**src/rtl/multicore_load_ctrl.sv**
```systemverilog
// Load/run/readback sequencer for the N-core processor top: streams tagged words into
// per-core IRAMs or shared DRAM, runs the cores to done/timeout, then streams a DRAM window out.
`timescale 1ns/1ps

module multicore_load_ctrl #(
  parameter int N_CORES    = 8,
  parameter int ADDR_W     = 9,
  parameter int DATA_W     = 16,
  parameter int BASE_ADDR  = 1,
  parameter int WR_CYCLES  = 4,
  parameter int RD_LAT     = 5,
  parameter int RUN_CYCLES = 120000,
  localparam int SEL_W     = $clog2(N_CORES + 1)
) (
  input  logic               clock,
  input  logic               rst_n,
  input  logic               load_valid,
  output logic               load_ready,
  input  logic [SEL_W-1:0]   load_sel,
  input  logic [DATA_W-1:0]  load_data,
  input  logic               load_last,
  input  logic               run_req,
  input  logic [ADDR_W-1:0]  rd_start,
  input  logic [ADDR_W-1:0]  rd_end,
  input  logic               proc_done,
  input  logic [DATA_W-1:0]  dram_in,
  output logic [ADDR_W-1:0]  addr_ext,
  output logic [DATA_W-1:0]  Data_in_ins,
  output logic [DATA_W-1:0]  Data_in_dram,
  output logic [N_CORES-1:0] iram_write_ext,
  output logic               dram_write_ext,
  output logic               read_en_ext,
  output logic               start,
  output logic               start_2,
  output logic               start_3,
  output logic               start_4,
  output logic               out_valid,
  input  logic               out_ready,
  output logic [DATA_W-1:0]  out_data,
  output logic               out_last,
  output logic               busy,
  output logic               timeout,
  output logic               err_ovf
);

  localparam int CYC_W = $clog2(RUN_CYCLES + 1);
  localparam int WRC_W = $clog2(WR_CYCLES + 1);
  localparam int LAT_W = $clog2(RD_LAT + 1);
  localparam logic [ADDR_W-1:0] BASE = ADDR_W'(BASE_ADDR);

  // WRAP is the one-cycle gap after a write strobe; POST is the gap between start and start_4.
  typedef enum logic [2:0] {
    S_IDLE,
    S_WRITE,
    S_WRAP,
    S_RUN,
    S_POST,
    S_READ
  } state_t;

  state_t state, state_next;

  logic [SEL_W-1:0]  sel_q;
  logic              last_q;
  logic [ADDR_W-1:0] wr_ptr;
  logic [WRC_W-1:0]  wr_cyc;
  logic [CYC_W-1:0]  run_cyc;
  logic [LAT_W-1:0]  lat_cnt;
  logic [ADDR_W-1:0] rd_start_q;
  logic [ADDR_W-1:0] rd_end_q;
  logic              run_pend;

  logic run_go;
  logic accept;
  logic wr_end;
  logic run_exit;
  logic rd_nonempty;
  logic rd_sample;
  logic rd_hs;
  logic to_dram;

  // A pending or arriving run request outranks a new load word.
  // Gating with rst_n keeps load_ready low while reset is held.
  assign load_ready  = rst_n && (state == S_IDLE) && !run_req && !run_pend;
  assign busy        = (state != S_IDLE);
  assign run_go      = (state == S_IDLE) && (run_req || run_pend);
  assign accept      = load_valid && load_ready;
  assign to_dram     = (load_sel >= SEL_W'(N_CORES));
  assign wr_end      = (state == S_WRITE) && (wr_cyc == WRC_W'(WR_CYCLES - 1));
  assign run_exit    = (state == S_RUN) && (proc_done || (run_cyc >= CYC_W'(RUN_CYCLES - 1)));
  assign rd_nonempty = (rd_end_q > rd_start_q);
  assign rd_sample   = (state == S_READ) && read_en_ext && (lat_cnt == LAT_W'(RD_LAT - 1));
  assign rd_hs       = (state == S_READ) && out_valid && out_ready;

  always_ff @(posedge clock or negedge rst_n) begin
    if (!rst_n) state <= S_IDLE;
    else        state <= state_next;
  end

  // NOTE: state_next is defaulted before the case so every path assigns it and no latch is inferred.
  always_comb begin
    state_next = state;
    case (state)
      S_IDLE: begin
        if (run_go)      state_next = S_RUN;
        else if (accept) state_next = S_WRITE;
      end
      S_WRITE: if (wr_end) state_next = S_WRAP;
      S_WRAP:  state_next = S_IDLE;
      S_RUN:   if (run_exit) state_next = rd_nonempty ? S_POST : S_IDLE;
      S_POST:  state_next = S_READ;
      S_READ:  if (rd_hs && out_last) state_next = S_IDLE;
      default: state_next = S_IDLE;
    endcase
  end

  // NOTE: every register here uses non-blocking assignment so all updates see pre-edge values.
  always_ff @(posedge clock or negedge rst_n) begin
    if (!rst_n) begin
      sel_q          <= '0;
      last_q         <= 1'b0;
      wr_ptr         <= BASE;
      wr_cyc         <= '0;
      run_cyc        <= '0;
      lat_cnt        <= '0;
      rd_start_q     <= '0;
      rd_end_q       <= '0;
      run_pend       <= 1'b0;
      addr_ext       <= '0;
      Data_in_ins    <= '0;
      Data_in_dram   <= '0;
      iram_write_ext <= '0;
      dram_write_ext <= 1'b0;
      read_en_ext    <= 1'b0;
      start          <= 1'b0;
      start_2        <= 1'b0;
      start_3        <= 1'b0;
      start_4        <= 1'b0;
      out_valid      <= 1'b0;
      out_data       <= '0;
      out_last       <= 1'b0;
      timeout        <= 1'b0;
      err_ovf        <= 1'b0;
    end else begin
      // Result window is captured whenever a run request is honoured (now or pending).
      if (run_req && (state inside {S_IDLE, S_WRITE, S_WRAP})) begin
        rd_start_q <= rd_start;
        rd_end_q   <= rd_end;
      end
      if (run_req && (state inside {S_WRITE, S_WRAP})) run_pend <= 1'b1;

      case (state)
        S_IDLE: begin
          if (run_go) begin
            run_pend <= 1'b0;
            timeout  <= 1'b0;
            start_2  <= 1'b0;
            start_3  <= 1'b0;
            start    <= 1'b1;
            run_cyc  <= '0;
          end else if (accept) begin
            sel_q    <= load_sel;
            last_q   <= load_last;
            wr_cyc   <= '0;
            addr_ext <= (load_sel != sel_q) ? BASE : wr_ptr;
            if (to_dram) begin
              dram_write_ext <= 1'b1;
              Data_in_dram   <= load_data;
              start_2        <= 1'b0;
              start_3        <= 1'b1;
            end else begin
              iram_write_ext <= N_CORES'(1) << load_sel;
              Data_in_ins    <= load_data;
              start_2        <= 1'b1;
              start_3        <= 1'b0;
            end
          end
        end

        S_WRITE: begin
          if (wr_end) begin
            iram_write_ext <= '0;
            dram_write_ext <= 1'b0;
          end else begin
            wr_cyc <= wr_cyc + 1'b1;
          end
        end

        S_WRAP: begin
          if (last_q) begin
            wr_ptr <= BASE;
          end else if (addr_ext == '1) begin
            err_ovf <= 1'b1;
            wr_ptr  <= BASE;
          end else begin
            wr_ptr <= addr_ext + 1'b1;
          end
        end

        S_RUN: begin
          if (run_exit) begin
            start <= 1'b0;
            if (!proc_done) timeout <= 1'b1;
          end else if (run_cyc != '1) begin
            run_cyc <= run_cyc + 1'b1;
          end
        end

        S_POST: begin
          addr_ext    <= rd_start_q;
          start_4     <= 1'b1;
          read_en_ext <= 1'b1;
          lat_cnt     <= '0;
        end

        S_READ: begin
          if (rd_sample) begin
            out_data    <= dram_in;
            read_en_ext <= 1'b0;
            out_valid   <= 1'b1;
            out_last    <= (addr_ext == rd_end_q - 1'b1);
          end else if (read_en_ext) begin
            lat_cnt <= lat_cnt + 1'b1;
          end
          if (rd_hs) begin
            out_valid <= 1'b0;
            out_last  <= 1'b0;
            if (out_last) begin
              start_4 <= 1'b0;
            end else begin
              addr_ext    <= addr_ext + 1'b1;
              read_en_ext <= 1'b1;
              lat_cnt     <= '0;
            end
          end
        end

        default: ;
      endcase
    end
  end

endmodule

```
**config.mk**
```make
export PLATFORM = sky130hd
export DESIGN_NAME = multicore_load_ctrl
export DESIGN_NICKNAME = d
export VERILOG_FILES = /design/src/rtl/multicore_load_ctrl.sv
export SDC_FILE = /design/constraint.sdc
export NUM_CORES = 1
export LEC_CHECK = 0
export BUFFER_PORTS_ARGS = -buffer_cell sky130_fd_sc_hd__buf_2
export CORE_ASPECT_RATIO = 0.5
export CORE_MARGIN = 2
export CORE_UTILIZATION = 49
export CTS_CLUSTER_DIAMETER = 80
export CTS_CLUSTER_SIZE = 40
export DETAILED_ROUTE_END_ITERATION = 7
export PLACE_DENSITY = 0.73
export SLEW_MARGIN = 5
export SYNTH_ARGS = -nofsm -noshare
export SYNTH_HDL_FRONTEND = slang
export SYNTH_SLANG_ARGS = --single-unit
```
**constraint.sdc**
```tcl
create_clock -name clock -period 6.05 [get_ports clock]
set_clock_uncertainty 0.2 [all_clocks]
set_input_delay 0.9075 -clock clock [delete_from_list [all_inputs] [get_ports clock]]
set_output_delay 0.9075 -clock clock [all_outputs]
set_load 0.005 [all_outputs]
```
==> flow_summary.yaml <==
min_path:
  hold_path_class: "flop to flop"
  hp-start: "out_data[1]"
power:
  p_leak_nw: 3.849
  power_frac_comb_pct: 33.7
  p_total_mw: 3.702
  seqPwrFrac_pct: 39.0
  vdd.ir_drop.worst_v: 0.0002143
  internal_power_mw: 2.328
  switching_share_pct: 37.12
  power_switching_mw: 1.374
  powerDensity_mw_per_mm2: 461.9
  pwr-share-clk_pct: 27.3
place:
  placed_area_mm2: 0.007440
  dp_slack_ns: 1.923
  placedCellCount: 935
  routabilityCongestion: 0.8658
  io_buffers: 137
  hpwl_um: 10790
global_routing:
  antenna_found_initial: 0
  grt_pass1_wl_um: 25910
  grtUsageTotal_pct: 22.39
  grt_max_degree: 73
  grt_pass1_vias: 5313
  overflow: 0
final_layout:
  diodes: 0
  fin_util_pct: 62.05
  final_common_cell: "buf_2"
  nets: 863
  layout-drive-gt1-share_pct: 28.39
  final_cell_mix: "136 x buf_2, 133 x dfrtp_1, 116 x nand2_1"
  area_delta_synth_final_pct: 21.33
  design_area_mm2: 0.008015
  instances_no_fill: 966
job:
  cap_violations: 0
critical_path:
  path_max_fanout: 72
  cp_slowest_cell: "nor3_4"
  start_kind: "primary input"
  required_ns: 6.14
  r2r_setup_slack_ns: 2.61
  critPathCaptureType: "flop"
  crit_chain: "buf_6 -> nand4_1 -> nor3_4 -> a2bb2oi_4 -> mux2_2"
  crit_buf_inv: 1
  crit_arrival_ns: 3.76
  criticalPathCategory: "primary input to flop"
  crit-reg2reg-launch: "state[0]"
  crit_family: "simple AND/OR/NAND/NOR gates"
  crit_path_max_incr_delay_ns: 0.94
  crit_path_start: "rst_n"
synthesis:
  ys.warnings.count: 0
  syn_avg_cell_area_um2: 10.15
  synth.cell_area_mm2: 0.006606
  syn-instance-count: 651
  ys_ff_latch: 134
  yosysSeqAreaShare_pct: 50.78
  syn-num-nets: 730
  synth.distinct_cells: 66
  synth_edf_count: 0
  yosys_most_used_dff: "dfrtp_1"
  async_flop_share_pct: 100.0
sta:
  rsz0062_at_grt: "false"
  tightest_slew_ns: 1.160
  finalCriticalPeriod_ns: 3.661
  setup_violations: 0
  clock.fmax_mhz: 273.2
  fin_ws_ns: 2.389
  hold_slack_ns: 0.2678
  max_slew_margin_pct: 22.14
  finalHoldViolCount: 0
  finalCritPeriodShare_pct: 60.51
  fin_tns_setup_ns: 0
  slew_violations: 0
die:
  die_area_mm2: 0.01448
  die_y_um: 86.11
  core_area_mm2: 0.01292
  ios: 138
  start_util_pct: 51.14
  die_x_um: 168.2
  rows: 29
routing:
  drt-pass1-iter-count: 5
  wl_um: 15330
  vias: 5317
  drt_iter0_drc: 314
  antenna_left: 0
  vias_per_cell: 5.504
  wl_per_cell_um: 15.87
  drc: 0
clock_tree:
  hold_buffers: 0
  postCtsSetupRepairBufs: 0
  clock-sinks: 134
  clk_pin_slew_worst_paths_ns: 0.06
  cts_tree: "built"
  cts_buffer_depth: 2
  h-tree-depth: 4
  clk_latency_ns: 0.42
  cts_root_buf: "clkbuf_16"
  cts_resized: 0
  cts_buffers: 17
status:
  outcome: "finished clean"
==> worst reg2reg max path: stages, from the launching register on <==
cell       delay [ns]
dfrtp_1          0.36
buf_4            0.25
nor3_4           0.30
nand4_1          0.58
nor3_4           0.94
a2bb2oi_4        0.32
mux2_2           0.38
==> state kept, by name, indices dropped and copies added, names as in the netlist, 3 cells and up <==
register / cells
rd_start_q: 9
lat_cnt: 3
state: 3
wr_ptr: 9
sel_q: 4
run_cyc: 17
rd_end_q: 9
Data_in_ins: 16
iram_write_ext: 8
wr_cyc: 3
Data_in_dram: 16
addr_ext: 9
out_data: 16
==> final timing paths <==
kind                                     endpoint  depth (start not counted)
worst max-delay path            iram_write_ext[5]                          5
worst min-delay path                  out_data[1]                          2
worst max register to register  iram_write_ext[5]                          6
worst min register to register        out_data[1]                          2
max in group asynchronous            out_data[15]                          2
min in group asynchronous          Data_in_ins[9]                          1
==> cells by family after synthesis <==
group	Yosys count	share of synthesized area (%)
DFF	134	50.78
muxes	63	10.47
adders and majority gates	18	3.409
xor gates and xnor gates	19	2.519
buffers and inverters	55	3.371
AOI/OAI and AO/OA	105	10.00
and+or+nand+nor	257	19.45
==> synthesized netlist by cell type, types with 3 or more instances <==
| cell | number | area share (%) |
|---|---|---|
| a211oi_1 | 5 | 0.57 |
| a21o_1 | 4 | 0.45 |
| a21oi_1 | 27 | 2.0 |
| a31oi_1 | 5 | 0.47 |
| and3_1 | 5 | 0.47 |
| buf_2 | 4 | 0.30 |
| clkbuf_1 | 21 | 1.2 |
| dfrtp_1 | 133 | 50 |
| ha_1 | 18 | 3.4 |
| inv_1 | 26 | 1.5 |
| mux2_1 | 14 | 2.4 |
| mux2_2 | 35 | 6.0 |
| mux2i_1 | 14 | 2.1 |
| nand2_1 | 116 | 6.6 |
| nand2b_1 | 12 | 1.1 |
| nand3_1 | 21 | 1.6 |
| nand3b_1 | 3 | 0.34 |
| nand4_1 | 7 | 0.66 |
| nor2_1 | 34 | 1.9 |
| nor2b_1 | 6 | 0.57 |
| nor3_1 | 11 | 0.83 |
| nor3b_1 | 4 | 0.45 |
| nor4_1 | 5 | 0.47 |
| o21ai_0 | 35 | 2.7 |
| o31ai_1 | 7 | 0.80 |
| or2_2 | 4 | 0.38 |
| or3_1 | 3 | 0.28 |
| or4_1 | 7 | 0.80 |
| xnor2_1 | 9 | 1.2 |
| xor2_1 | 10 | 1.3 |
==> power by group through the flow <==
| stage | Sequential, mW | Combinational (mW) | Clock [mW] |
|---|---|---|---|
| after global placement | 1.45 | 1.19 | 0 |
| after detailed placement | 1.45 | 1.23 | 0 |
| final | 1.44 | 1.25 | 1.01 |
| after CTS | 1.44 | 1.25 | 1.02 |
| after floorplan | 1.39 | 0.850 | 0 |
| after global routing | 1.49 | 1.41 | 1.07 |
==> per-layer routing <==
layer / vias up / GRT usage, % / share of wire, %
met5: - / 0 / 0
met4: 0 / 6.897 / 1.3
met3: 22 / 4.569 / 5.1
met2: 162 / 36.70 / 47
met1: 2580 / 30.47 / 47
li1: 2553 / - / -
==> final cells by class <==
| cell class | instances | area (um2) |
|---|---|---|
| Clock inverter | 13 | 136.4 |
| Timing Repair Buffer | 142 | 729.5 |
| Clock buffer | 18 | 439.2 |
| Multi-Input combinational cell | 462 | 3042 |
| Inverter | 27 | 101.3 |
| Fill cell | 1060 | 4902 |
| Tap cell | 170 | 212.7 |
| Sequential cell | 134 | 3354 |
No activity file was read; power rests on OpenSTA's default activity.
